<file path="src/rtl/dmem_arb_pkg.sv">
// Shared types and constants for the data-memory arbiter.
// Holds the FSM state enum, word geometry and requester IDs.
package dmem_arb_pkg;

  localparam int BPW = 4;

  localparam logic REQ_CPU = 1'b0;
  localparam logic REQ_DBG = 1'b1;

  typedef enum logic [1:0] {
    IDLE,
    XFER,
    ACK
  } arb_state_t;

endpackage

</file>
<file path="src/rtl/dmem_arbiter_rr_arb2.sv">
// Two-way round-robin picker with its own last-grant register.
// Ports: req[1:0], grant_en in; win, any_req out.
module rr_arb2 (
  input  logic       clk,
  input  logic       rst_n,
  input  logic [1:0] req,
  input  logic       grant_en,
  output logic       win,
  output logic       any_req
);

  // Reset value 1 lets requester 0 win the first tie.
  logic last;

  assign any_req = |req;
  assign win     = (&req) ? ~last : req[1];

  always_ff @(posedge clk or negedge rst_n) begin
    if (!rst_n) begin
      last <= 1'b1;
    end else if (grant_en && any_req) begin
      last <= win;
    end
  end

endmodule

</file>
<file path="src/rtl/dmem_arbiter.sv">
// Shares a byte-wide data memory between CPU (0) and debug (1) ports.
// Ports: two req/we/addr/wdata/ack sets, rdata, busy, memory pins.
module dmem_arbiter
  import dmem_arb_pkg::*;
#(
  parameter int ADDR_W = 5
) (
  input  logic              clk_i,
  input  logic              rst_n_i,
  input  logic              req0_i,
  input  logic              we0_i,
  input  logic [31:0]       addr0_i,
  input  logic [31:0]       wdata0_i,
  input  logic              req1_i,
  input  logic              we1_i,
  input  logic [31:0]       addr1_i,
  input  logic [31:0]       wdata1_i,
  output logic              ack0_o,
  output logic              ack1_o,
  output logic [31:0]       rdata_o,
  output logic              busy_o,
  output logic              mem_we_o,
  output logic [ADDR_W-1:0] mem_addr_o,
  output logic [7:0]        mem_wdata_o,
  input  logic [7:0]        mem_rdata_i
);

  localparam int WA_W = ADDR_W - 2;

  arb_state_t      state;
  arb_state_t      state_nxt;
  logic [1:0]      beat;
  logic            win_q;
  logic            we_q;
  logic [WA_W-1:0] wa_q;
  logic [31:0]     wd_q;
  logic [31:0]     rdata_q;

  logic            pick;
  logic            any_req;
  logic            sel_we;
  logic [WA_W-1:0] sel_wa;
  logic [31:0]     sel_wd;
  logic            unused_bits;

  // Byte offset and bits above the memory size are dropped,
  // which gives the modulo wrap of the word address.
  assign unused_bits = ^{addr0_i[31:ADDR_W], addr0_i[1:0],
                         addr1_i[31:ADDR_W], addr1_i[1:0]};

  rr_arb2 u_rr (
    .clk      (clk_i),
    .rst_n    (rst_n_i),
    .req      ({req1_i, req0_i}),
    .grant_en (state == IDLE),
    .win      (pick),
    .any_req  (any_req)
  );

  assign sel_we = pick ? we1_i : we0_i;
  assign sel_wa = pick ? addr1_i[ADDR_W-1:2] : addr0_i[ADDR_W-1:2];
  assign sel_wd = pick ? wdata1_i : wdata0_i;

  always_ff @(posedge clk_i or negedge rst_n_i) begin
    if (!rst_n_i) begin
      state   <= IDLE;
      beat    <= '0;
      win_q   <= 1'b0;
      we_q    <= 1'b0;
      wa_q    <= '0;
      wd_q    <= '0;
      rdata_q <= '0;
    end else begin
      state <= state_nxt;
      unique case (state)
        IDLE: begin
          if (any_req) begin
            win_q <= pick;
            we_q  <= sel_we;
            wa_q  <= sel_wa;
            wd_q  <= sel_wd;
            beat  <= '0;
          end
        end
        XFER: begin
          // Little-endian assembly: beat k fills byte lane k.
          if (!we_q) begin
            rdata_q[{beat, 3'b000} +: 8] <= mem_rdata_i;
          end
          beat <= beat + 2'd1;
        end
        default: begin
        end
      endcase
    end
  end

  always_comb begin
    state_nxt   = state;
    mem_we_o    = 1'b0;
    mem_addr_o  = '0;
    mem_wdata_o = '0;
    ack0_o      = 1'b0;
    ack1_o      = 1'b0;
    unique case (state)
      IDLE: begin
        if (any_req) begin
          state_nxt = XFER;
        end
      end
      XFER: begin
        mem_we_o    = we_q;
        mem_addr_o  = {wa_q, beat};
        mem_wdata_o = wd_q[{beat, 3'b000} +: 8];
        if (beat == 2'(BPW - 1)) begin
          state_nxt = ACK;
        end
      end
      ACK: begin
        ack0_o    = (win_q == REQ_CPU);
        ack1_o    = (win_q == REQ_DBG);
        state_nxt = IDLE;
      end
      default: begin
        state_nxt = IDLE;
      end
    endcase
  end

  assign busy_o  = (state != IDLE);
  assign rdata_o = rdata_q;

endmodule
</file>
<file path="config.mk">
export PLATFORM = sky130hd
export DESIGN_NAME = dmem_arbiter
export DESIGN_NICKNAME = d
export VERILOG_FILES = /design/src/rtl/dmem_arb_pkg.sv /design/src/rtl/dmem_arbiter_rr_arb2.sv /design/src/rtl/dmem_arbiter.sv
export SDC_FILE = /design/constraint.sdc
export NUM_CORES = 1
export LEC_CHECK = 0
export CAP_MARGIN = 10
export CELL_PAD_IN_SITES_DETAIL_PLACEMENT = 0
export CELL_PAD_IN_SITES_GLOBAL_PLACEMENT = 2
export CORE_ASPECT_RATIO = 0.5
export CORE_MARGIN = 5
export CORE_UTILIZATION = 23
export CTS_CLUSTER_SIZE = 25
export DETAILED_ROUTE_END_ITERATION = 6
export GPL_TIMING_DRIVEN = 0
export PLACE_DENSITY_LB_ADDON = 0.1
export SETUP_SLACK_MARGIN = 0.4
export SLEW_MARGIN = 20
export SYNTH_ARGS = -nofsm -noshare
export SYNTH_HDL_FRONTEND = slang
export SYNTH_SLANG_ARGS = --single-unit
</file>
<file path="constraint.sdc">
create_clock -name clk_i -period 1.8 [get_ports clk_i]
set_input_delay 0.36 -clock clk_i [delete_from_list [all_inputs] [get_ports clk_i]]
set_output_delay 0.36 -clock clk_i [all_outputs]
set_load 0.005 [all_outputs]
</file>
==> results.json, run 1 <==
{
  "yosysSeqAreaShare_pct": 48.1,
  "row_count": 33,
  "drcViolationCount": 0,
  "area_growth_pct": 79.1,
  "grt_pass1_vias": 3307,
  "final-instance-count-excl-fill": 699,
  "avgRoutedWirePerCell_um": 17.7,
  "numCtsBuffers": 9,
  "grt_pass1_wl_um": 19000,
  "slew_viol_final": 0,
  "track_usage_pct": 12.9,
  "grt_start_max_net_pins": 51,
  "cts_buffer_depth": 2,
  "setup_tns_ns": -9.62,
  "coreArea_um2": 16400,
  "overflow": 0,
  "critPathMaxFanout": 3,
  "syn_nets": 398,
  "avgSynthCellArea_um2": 15.3,
  "drv_cap": 0,
  "yosysTopAreaCellShare_pct": 47.4,
  "synthFlopType": "dfrtp_1",
  "ys_top_cells_by_area": "dfrtp_1 (47%), mux2_4 (18%), mux2_2 (7.3%)",
  "period_share_pct": 119,
  "hold_viol": 0,
  "hold_path_class": "in -> async",
  "grt_setup_unrepaired": "true",
  "cp-start-kind": "register",
  "io_buffers": 132,
  "crit_required_ns": 1.44,
  "clk_latency_ns": 0.33,
  "fin_nets": 614,
  "vias": 2976,
  "dp.cells": 611,
  "antenna-diode-count": 0,
  "die_area_um2": 19600,
  "start_util_pct": 23.5,
  "die_w_um": 193,
  "pwr_density_cell_nw_per_um2": 1700,
  "peakVddDrop_mv": 0.600,
  "cts.sinks": 74,
  "arrival_ns": 1.79,
  "synthDistinctLibCells": 32,
  "endpoint_kind": "primary output",
  "async_reset_ff_share_pct": 100,
  "hpwl_um": 8480,
  "synth_edf_count": 0,
  "path_clk_slew_ns": 0.06,
  "layout-drive-gt1-share_pct": 50.6,
  "status": "finished with violations",
  "gp_congestion": 0.734,
  "tightest_slew_ns": 0.531,
  "routed_wl_um": 12400,
  "cts_tree": "yes",
  "finalWorstSetupSlack_ns": -0.346,
  "pre_cts_ws_ns": -0.609,
  "fmax_mhz": 466,
  "h-tree-depth": 3,
  "p_total_w": 0.0117,
  "routed_via_density": 4.26,
  "ys_warn_count": 0,
  "clockRootBuffer": "clkbuf_16",
  "max_slew_margin_pct": 64.6,
  "ioPinCount": 191,
  "yosys-top-cells-count": "dfrtp_1 (73), mux2_4 (47), a22o_1 (32)",
  "first_iter_violations": 81,
  "synth.most_common_cell": "dfrtp_1",
  "clock_skew_ns": 0.00566,
  "synth.ff_latch_count": 74,
  "synth_area_um2": 3850,
  "finalSetupViolCount": 81,
  "period_needed_ns": 2.15,
  "path_class": "reg -> out",
  "firstDrtPassIters": 4,
  "chipHeight_um": 101,
  "leakagePower_nw": 3.24,
  "yosysTopAreaCell": "dfrtp_1",
  "synthCells": 251,
  "violations": "setup timing",
  "antenna_found_initial": 0,
  "final_util_pct": 42.1,
  "ant_nets": 0
}
-- cell families (layout without fill, tap and decap cells) --
family	count (synthesis)	count (layout)	synth area share [%]
AO/OA/AOI/OAI	41	41	8.87
adder cells (fa/ha/maj)	5	5	1.62
buffers and inverters	18	239	3.64
flip-flops	74	74	48.1
multiplexers	80	80	30.3
AND/OR/NAND/NOR	33	33	7.41
-- cells in the final DEF (no fill, tap or decap), types with 3 or more instances in the layout --
| cell type | count |
|---|---|
| ha_4 | 3 |
| buf_12 | 13 |
| dlygate4sd2_1 | 33 |
| buf_6 | 40 |
| buf_8 | 3 |
| and2_4 | 11 |
| buf_2 | 5 |
| mux2_4 | 61 |
| buf_4 | 36 |
| o31ai_2 | 3 |
| mux2_2 | 11 |
| a22o_1 | 32 |
| clkbuf_16 | 10 |
| dfrtp_1 | 71 |
| mux4_2 | 8 |
| clkdlybuf4s50_1 | 80 |
| nand4bb_1 | 4 |
| buf_16 | 5 |
-- per-layer routing --
layer  up-vias  share of wire (%)  global-route usage, %
met3        14                5.1                   3.51
met1      1488                 46                   17.2
met4         0                1.1                   2.99
met2        77                 47                   21.2
met5         -                  0                      0
li1       1397                  -                      -
-- path summary, 6_finish.rpt --
path	to	from	cells after the start	slack [ns]
setup / recovery	mem_wdata_o[7]	beat[0]	6	-0.35
hold / removal	rdata_o[12]	rst_n_i	2	0.49
setup reg to reg	rdata_o[22]	beat[0]	10	-0.16
hold reg to reg	u_rr.last	u_rr.last	2	0.49
max in group asynchronous	wa_q[0]	rst_n_i	3	0.73
min in group clk_i	u_rr.last	u_rr.last	2	0.49
-- per-stage QoR --
step | area (um^2) | hold WS, ns
5_1_grt | 6900 | 0.512
4_1_cts | 6700 | 0.470
3_5_place_dp | 5620 | 0.297
2_1_floorplan | 3990 | 0.0644
3_3_place_gp | 5590 | 0.485
6_report | 6900 | 0.487
-- critical path, cell delays in order, from the launching register on --
cell and delay [ns]:
dfrtp_1 0.36, buf_6 0.13, buf_4 0.11, buf_6 0.10
mux4_2 0.49, and2_4 0.15, buf_6 0.11
-- power breakdown --
group | internal, W | switching, W | total (W)
registers | 0.00248 | 0.000511 | 0.00299
clock network | 0.00125 | 0.000712 | 0.00197
logic | 0.00445 | 0.00230 | 0.00675
total | 0.00819 | 0.00352 | 0.0117
-- sequential cells by signal, summed over array words and instances (netlist names) --
signal and count:
rdata_o 32, we_q 1, wa_q 3, state 2, beat 2, win_q 1
u_rr.last 1, wd_q 32
-- area by class of cell --
| cell class | instances | area (um^2) |
|---|---|---|
| fill | 1522 | 9500 |
| timing repair buffer | 205 | 2110 |
| clock buffer | 10 | 239 |
| inverter | 2 | 27.5 |
| sequential | 74 | 1860 |
| clock inverter | 6 | 90.1 |
| tap | 227 | 284 |
| multi-input combinational | 159 | 2050 |
| buffer | 16 | 243 |
-- timing repair --
action                                  in CTS  in global routing
gates resized for setup                    174                 24
endpoints found under the setup margin     118                 92
hold buffers                                 1                  0
setup buffers                               54                 13
endpoints found under the hold margin       23                  0
pin swaps                                   33                 29
cloned                                       4                  0
No activity file was read; power rests on OpenSTA's default activity.
==> run 2: changes to the inputs <==
CTS_CLUSTER_DIAMETER = 60   (was not set)
==> results of run 2 <==
The final DEF is identical to that of run 1; final timing and power are the same.
